===== config.mk =====
export PLATFORM = sky130hd
export DESIGN_NAME = decode_stage
export DESIGN_NICKNAME = d
export VERILOG_FILES = /design/src/rtl/decode_stage.sv
export SDC_FILE = /design/constraint.sdc
export NUM_CORES = 1
export LEC_CHECK = 0
export CAP_MARGIN = 20
export CORE_ASPECT_RATIO = 1.2
export CORE_MARGIN = 4
export CORE_UTILIZATION = 49
export CTS_CLUSTER_DIAMETER = 120
export DETAILED_ROUTE_END_ITERATION = 7
export HOLD_SLACK_MARGIN = 0.06
export PLACE_DENSITY = 0.9
export SYNTH_ARGS = -nofsm -noshare
export SYNTH_HDL_FRONTEND = slang
export SYNTH_SLANG_ARGS = --single-unit
export TNS_END_PERCENT = 10

===== constraint.sdc =====
create_clock -name clock -period 5.6 [get_ports clock]
set_clock_uncertainty 0.15 [all_clocks]
set_input_delay 0.84 -clock clock [delete_from_list [all_inputs] [get_ports clock]]
set_output_delay 0.84 -clock clock [all_outputs]
set_load 0.01 [all_outputs]

===== src/rtl/decode_stage.sv =====
// RV32I decode stage: decodes fetched words into the ALU operation encoding and
// holds them in an output register backed by a one-entry skid buffer.

package decode_stage_pkg;

  typedef enum logic [6:0] {
    OPC_LOAD   = 7'b0000011,
    OPC_OPIMM  = 7'b0010011,
    OPC_AUIPC  = 7'b0010111,
    OPC_STORE  = 7'b0100011,
    OPC_OP     = 7'b0110011,
    OPC_LUI    = 7'b0110111,
    OPC_BRANCH = 7'b1100011,
    OPC_JALR   = 7'b1100111,
    OPC_JAL    = 7'b1101111
  } opcode_t;

  typedef struct packed {
    logic [2:0] funct3;
    logic [6:0] funct7;
  } operation_t;

endpackage

module decode_stage
  import decode_stage_pkg::*;
#(
  parameter int XLEN = 32
) (
  input  logic            clock,
  input  logic            reset,
  input  logic            flush,
  input  logic            in_valid,
  output logic            in_ready,
  input  logic [31:0]     in_instr,
  input  logic [XLEN-1:0] in_pc,
  output logic            out_valid,
  input  logic            out_ready,
  output opcode_t         out_opcode,
  output operation_t      out_op,
  output logic [31:0]     out_instr,
  output logic [XLEN-1:0] out_pc,
  output logic [4:0]      out_rs1,
  output logic [4:0]      out_rs2,
  output logic [4:0]      out_rd,
  output logic            out_a_is_pc,
  output logic            out_use_rs2,
  output logic            out_writes_rd,
  output logic            out_illegal
);

  typedef struct packed {
    opcode_t         opcode;
    operation_t      op;
    logic [31:0]     instr;
    logic [XLEN-1:0] pc;
    logic [4:0]      rs1;
    logic [4:0]      rs2;
    logic [4:0]      rd;
    logic            a_is_pc;
    logic            use_rs2;
    logic            writes_rd;
    logic            illegal;
  } beat_t;

  typedef enum logic [1:0] {
    EMPTY = 2'd0,
    ONE   = 2'd1,
    FULL  = 2'd2
  } state_t;

  state_t state_q, state_d;
  beat_t  dec;
  beat_t  out_q, skid_q;
  logic   load_out_in, load_out_skid, load_skid;
  logic   accept, drain;

  logic [6:0] opc;
  logic [2:0] f3;
  logic [6:0] f7;
  logic       known, rd_class, bad_fields;

  assign opc = in_instr[6:0];
  assign f3  = in_instr[14:12];
  assign f7  = in_instr[31:25];

  // Decode happens ahead of storage so both OUT and SKID hold finished fields.
  always_comb begin
    dec            = '0;
    known          = 1'b1;
    rd_class       = 1'b0;
    bad_fields     = 1'b0;
    dec.opcode     = opcode_t'(opc);
    dec.instr      = in_instr;
    dec.pc         = in_pc;
    dec.rs1        = in_instr[19:15];
    dec.rs2        = in_instr[24:20];
    dec.rd         = in_instr[11:7];
    case (opc)
      OPC_LUI: rd_class = 1'b1;
      OPC_AUIPC: begin
        rd_class    = 1'b1;
        dec.a_is_pc = 1'b1;
      end
      OPC_JAL: begin
        rd_class    = 1'b1;
        dec.a_is_pc = 1'b1;
      end
      OPC_JALR: begin
        rd_class       = 1'b1;
        dec.op.funct3  = f3;
        bad_fields     = (f3 != 3'b000);
      end
      OPC_BRANCH: begin
        dec.a_is_pc    = 1'b1;
        dec.use_rs2    = 1'b1;
        dec.op.funct3  = f3;
        bad_fields     = (f3 == 3'b010) || (f3 == 3'b011);
      end
      OPC_LOAD: begin
        rd_class       = 1'b1;
        dec.op.funct3  = f3;
        bad_fields     = (f3 == 3'b011) || (f3 == 3'b110) || (f3 == 3'b111);
      end
      OPC_STORE: begin
        dec.use_rs2    = 1'b1;
        dec.op.funct3  = f3;
        bad_fields     = (f3 > 3'b010);
      end
      OPC_OPIMM: begin
        rd_class       = 1'b1;
        dec.op.funct3  = f3;
        // Only the shift forms carry funct7; elsewhere those bits are immediate.
        if (f3 == 3'b001) begin
          dec.op.funct7 = f7;
          bad_fields    = (f7 != 7'b0000000);
        end else if (f3 == 3'b101) begin
          dec.op.funct7 = f7;
          bad_fields    = (f7 != 7'b0000000) && (f7 != 7'b0100000);
        end
      end
      OPC_OP: begin
        rd_class       = 1'b1;
        dec.use_rs2    = 1'b1;
        dec.op.funct3  = f3;
        dec.op.funct7  = f7;
        bad_fields     = ((f7 != 7'b0000000) && (f7 != 7'b0100000)) ||
                         ((f7 == 7'b0100000) && (f3 != 3'b000) && (f3 != 3'b101));
      end
      default: known = 1'b0;
    endcase
    dec.illegal   = bad_fields || !known || (in_instr[1:0] != 2'b11);
    dec.writes_rd = rd_class && (in_instr[11:7] != 5'd0) && !dec.illegal;
  end

  assign out_valid = (state_q != EMPTY);
  assign in_ready  = (state_q != FULL);
  assign accept    = in_valid && in_ready;
  assign drain     = out_valid && out_ready;

  always_ff @(posedge clock or posedge reset) begin
    if (reset) state_q <= EMPTY;
    else       state_q <= state_d;
  end

  always_comb begin
    state_d       = state_q;
    load_out_in   = 1'b0;
    load_out_skid = 1'b0;
    load_skid     = 1'b0;
    if (flush) begin
      state_d = EMPTY;
    end else begin
      case (state_q)
        EMPTY: begin
          if (accept) begin
            state_d     = ONE;
            load_out_in = 1'b1;
          end
        end
        ONE: begin
          if (accept && drain) begin
            load_out_in = 1'b1;
          end else if (accept) begin
            state_d   = FULL;
            load_skid = 1'b1;
          end else if (drain) begin
            state_d = EMPTY;
          end
        end
        FULL: begin
          if (drain) begin
            state_d       = ONE;
            load_out_skid = 1'b1;
          end
        end
        default: state_d = EMPTY;
      endcase
    end
  end

  always_ff @(posedge clock or posedge reset) begin
    if (reset) begin
      out_q  <= '0;
      skid_q <= '0;
    end else begin
      if (load_out_in)        out_q <= dec;
      else if (load_out_skid) out_q <= skid_q;
      if (load_skid)          skid_q <= dec;
    end
  end

  assign out_opcode    = out_q.opcode;
  assign out_op        = out_q.op;
  assign out_instr     = out_q.instr;
  assign out_pc        = out_q.pc;
  assign out_rs1       = out_q.rs1;
  assign out_rs2       = out_q.rs2;
  assign out_rd        = out_q.rd;
  assign out_a_is_pc   = out_q.a_is_pc;
  assign out_use_rs2   = out_q.use_rs2;
  assign out_writes_rd = out_q.writes_rd;
  assign out_illegal   = out_q.illegal;

endmodule

==> impl_metrics.csv <==
group,metric,value,unit
sta,setup_viol,0,
drt,drt-total-wl,17170,um
sta,tightest_slew,1066,ps
synthesis,ys_warn_count,0,
floorplanning,rows,46,
critical_path,required,5790,ps
layout,num_antenna_cells,0,
layout,final_cell_mix,"clkdlybuf4s50_1 (170), dfrtp_1 (158), nand2_1 (144)",
synthesis,syn-mean-instance-area,11.06,um2
power_and_ir_drop,power_frac_seq,0.457,
sta,tns,0,ps
sta,slew_headroom,0.2894,
placement,dpl_cell_area,0.008378,mm2
synthesis,netlist_instances,608,
cts,cts_buffer_depth,2,
synthesis,synth.distinct_cells,42,
critical_path,cp.arrival,3320,ps
grt,grt_pass1_vias,5604,
drt,drcViolationCount,0,
grt,grt_max_degree,120,
placement,hpwl,11210,um
drt,wl_met3,1121,um
power_and_ir_drop,peakVddDrop,0.0002019,V
power_and_ir_drop,clkPwrFrac,0.347,
synthesis,synth_edf_count,0,
grt,antenna_found_initial,0,
cts,htreeDepth,4,
layout,post-route-util,0.6735,
worst_hold_path,hold_path_class,"register to register",
cts,hold_buffers,0,
run,max_cap_viol_count,0,
layout,stdcell_area,0.008994,mm2
cts,numCtsBuffers,17,
power_and_ir_drop,finalPower,3.272,mW
drt,dr.pass1.iters,6,
placement,portBuffers,170,
layout,syn_to_final_growth,33.78,%
drt,highest_layer,"met4",
floorplanning,start_util,0.5035,
floorplanning,coreArea,0.01335,mm2
power_and_ir_drop,switching_share,0.2595,
cts,cts_sinks,158,
cts,post_cts_buffers,0,
cts,cts_tree,"yes",
power_and_ir_drop,cellPowerDensity,363.8,mW/mm2
sta,rsz0062_at_grt,"false",
cts,clkSlewWorstSetupHoldPaths,60,ps
sta,period_share,0.5594,
synthesis,synth_ff_type,"dfrtp_1",
placement,gp_congestion,0.7936,
synthesis,async_reset_ff_frac,1.000,
sta,clock.fmax,319.2,MHz
critical_path,crit_fanout,85,
drt,routedWlPerCell,18.60,um
drt,final_antenna_net_count,0,
layout,layout-drive-gt1-share,0.1007,
cts,clockRootBuffer,"clkbuf_16",
sta,hold_violations,0,
layout,nNetsFinal,811,
power_and_ir_drop,p_leak,4.101,nW
power_and_ir_drop,power_frac_comb,0.196,
drt,dr_wl_met2,8915,um
placement,post-place-ws,2097,ps
sta,layout_setup_ws,2467,ps
synthesis,syn_nets,677,
power_and_ir_drop,p_int,2.423,mW
critical_path,cp-start-kind,"input port",
critical_path,crit_path_end_kind,"register",
floorplanning,die_h,136.3,um
drt,vias,5284,
run_status,status,"complete, no violations",
synthesis,ys_seq_area_frac,0.5881,
layout,fillerInstances,994,
drt,viasPerCell,5.725,
critical_path,critPathKind,"input port to register",
floorplanning,dieArea,0.01567,mm2
cts,worstSkewPairLatency,410,ps
sta,min_period,3133,ps
cts,ctsResizeCount,0,
layout,layout_commonest_cell,"clkdlybuf4s50_1",
floorplanning,io_pins,171,
drt,drtIter0Drc,518,
grt,grt_pass1_wl,28070,um
floorplanning,fp.dieW,114.9,um
synthesis,synth_area,0.006723,mm2
drt,wl_met1,6832,um
power_and_ir_drop,p_switching,0.8490,mW
sta,maxSlewViolCount,0,
grt,grt-ovfl-total,0,
grt,track_usage,0.2237,
synthesis,ys_ff_latch,158,
## Yosys cell counts, types with 2 or more instances
cell type / n / share of area
a21oi_1: 9 / 0.0067
a222oi_1: 7 / 0.010
a22o_1: 8 / 0.010
a22oi_1: 63 / 0.070
a31oi_1: 5 / 0.0047
and2_1: 3 / 0.0028
buf_2: 9 / 0.0067
buf_4: 22 / 0.025
clkbuf_1: 29 / 0.016
dfrtp_1: 158 / 0.59
inv_1: 8 / 0.0045
mux2_1: 30 / 0.050
mux2_2: 35 / 0.059
nand2_1: 145 / 0.081
nand2b_1: 4 / 0.0037
nor2_1: 26 / 0.015
nor2b_1: 5 / 0.0047
nor3_1: 7 / 0.0052
o211ai_1: 2 / 0.0022
o21ai_0: 4 / 0.0030
o21ai_1: 5 / 0.0037
o21bai_1: 2 / 0.0022
o22ai_1: 3 / 0.0028
## routing by layer
| layer | global-route usage | vias up |
|---|---|---|
| met5 | 0 | - |
| met4 | 0.06523 | 0 |
| met3 | 0.05833 | 27 |
| met2 | 0.3867 | 231 |
| met1 | 0.2754 | 2658 |
| li1 | - | 2368 |
## power groups by stage
stage	Combinational (mW)	Clock (mW)	Sequential, mW
finish	0.643	1.13	1.50
global route	0.698	1.21	1.52
CTS	0.649	1.16	1.49
detailed placement	0.644	0	1.51
floorplan	0.294	0	1.52
global placement	0.616	0	1.49
## critical path: stages
cell	delay (ps)
clkdlybuf4s50_1	510
nor2b_1	380
nand2_4	620
nor2_1	670
a22o_1	230
## final timing paths
path	startpoint	end	slack, ps	cells past startpoint
worst min register to register	skid_q[90]$_DFFE_PP0P_	out_op[7]$_DFFE_PP0P_	330	2
max in group asynchronous	reset	skid_q[75]$_DFFE_PP0P_	3420	4
min in group asynchronous	reset	out_instr[24]$_DFFE_PP0P_	620	2
worst max-delay path	out_ready	skid_q[86]$_DFFE_PP0P_	2470	5
worst min-delay path	skid_q[90]$_DFFE_PP0P_	out_op[7]$_DFFE_PP0P_	330	2
worst max register to register	state_q[1]$_DFFE_PP0P_	skid_q[86]$_DFFE_PP0P_	2950	5
## metrics by stage
step / cells / hold slack [ps]
finish: 923 / 334.6
global route: 923 / 352.9
CTS: 922 / 327.3
detailed placement: 890 / 313.7
global placement: 890 / 296.4
floorplan: 608 / 288.6
## flip-flops by register name, summed over array words and instances, names as in the netlist
name / cells
skid_q: 78
out_instr: 26
out_a_is_pc: 1
out_opcode: 6
out_op: 10
out_illegal: 1
out_use_rs2: 1
state_q: 2
out_pc: 32
out_writes_rd: 1
## cells by family (layout without fill, tap and decap cells)
kind of cell	Yosys count	after routing	share of synthesized area
AO/OA/AOI/OAI	112	112	0.1217
flip-flops	158	158	0.5881
AND/OR/NAND/NOR	203	203	0.1275
XOR/XNOR	1	1	0.001303
multiplexers	65	65	0.1089
buffers and inverters	69	216	0.05248
## cell type report
class	instances	area, um2	share of cell area
clock buffer	23	478.0	0.05314
clock inverter	9	110.1	0.01224
multi-input combinational	381	2444	0.2717
sequential	158	3954	0.4396
tap	168	210.2	0.02337
timing repair buffer	175	1759	0.1956
inverter	9	38.79	0.004313
Power figures use the tool's default switching activity.
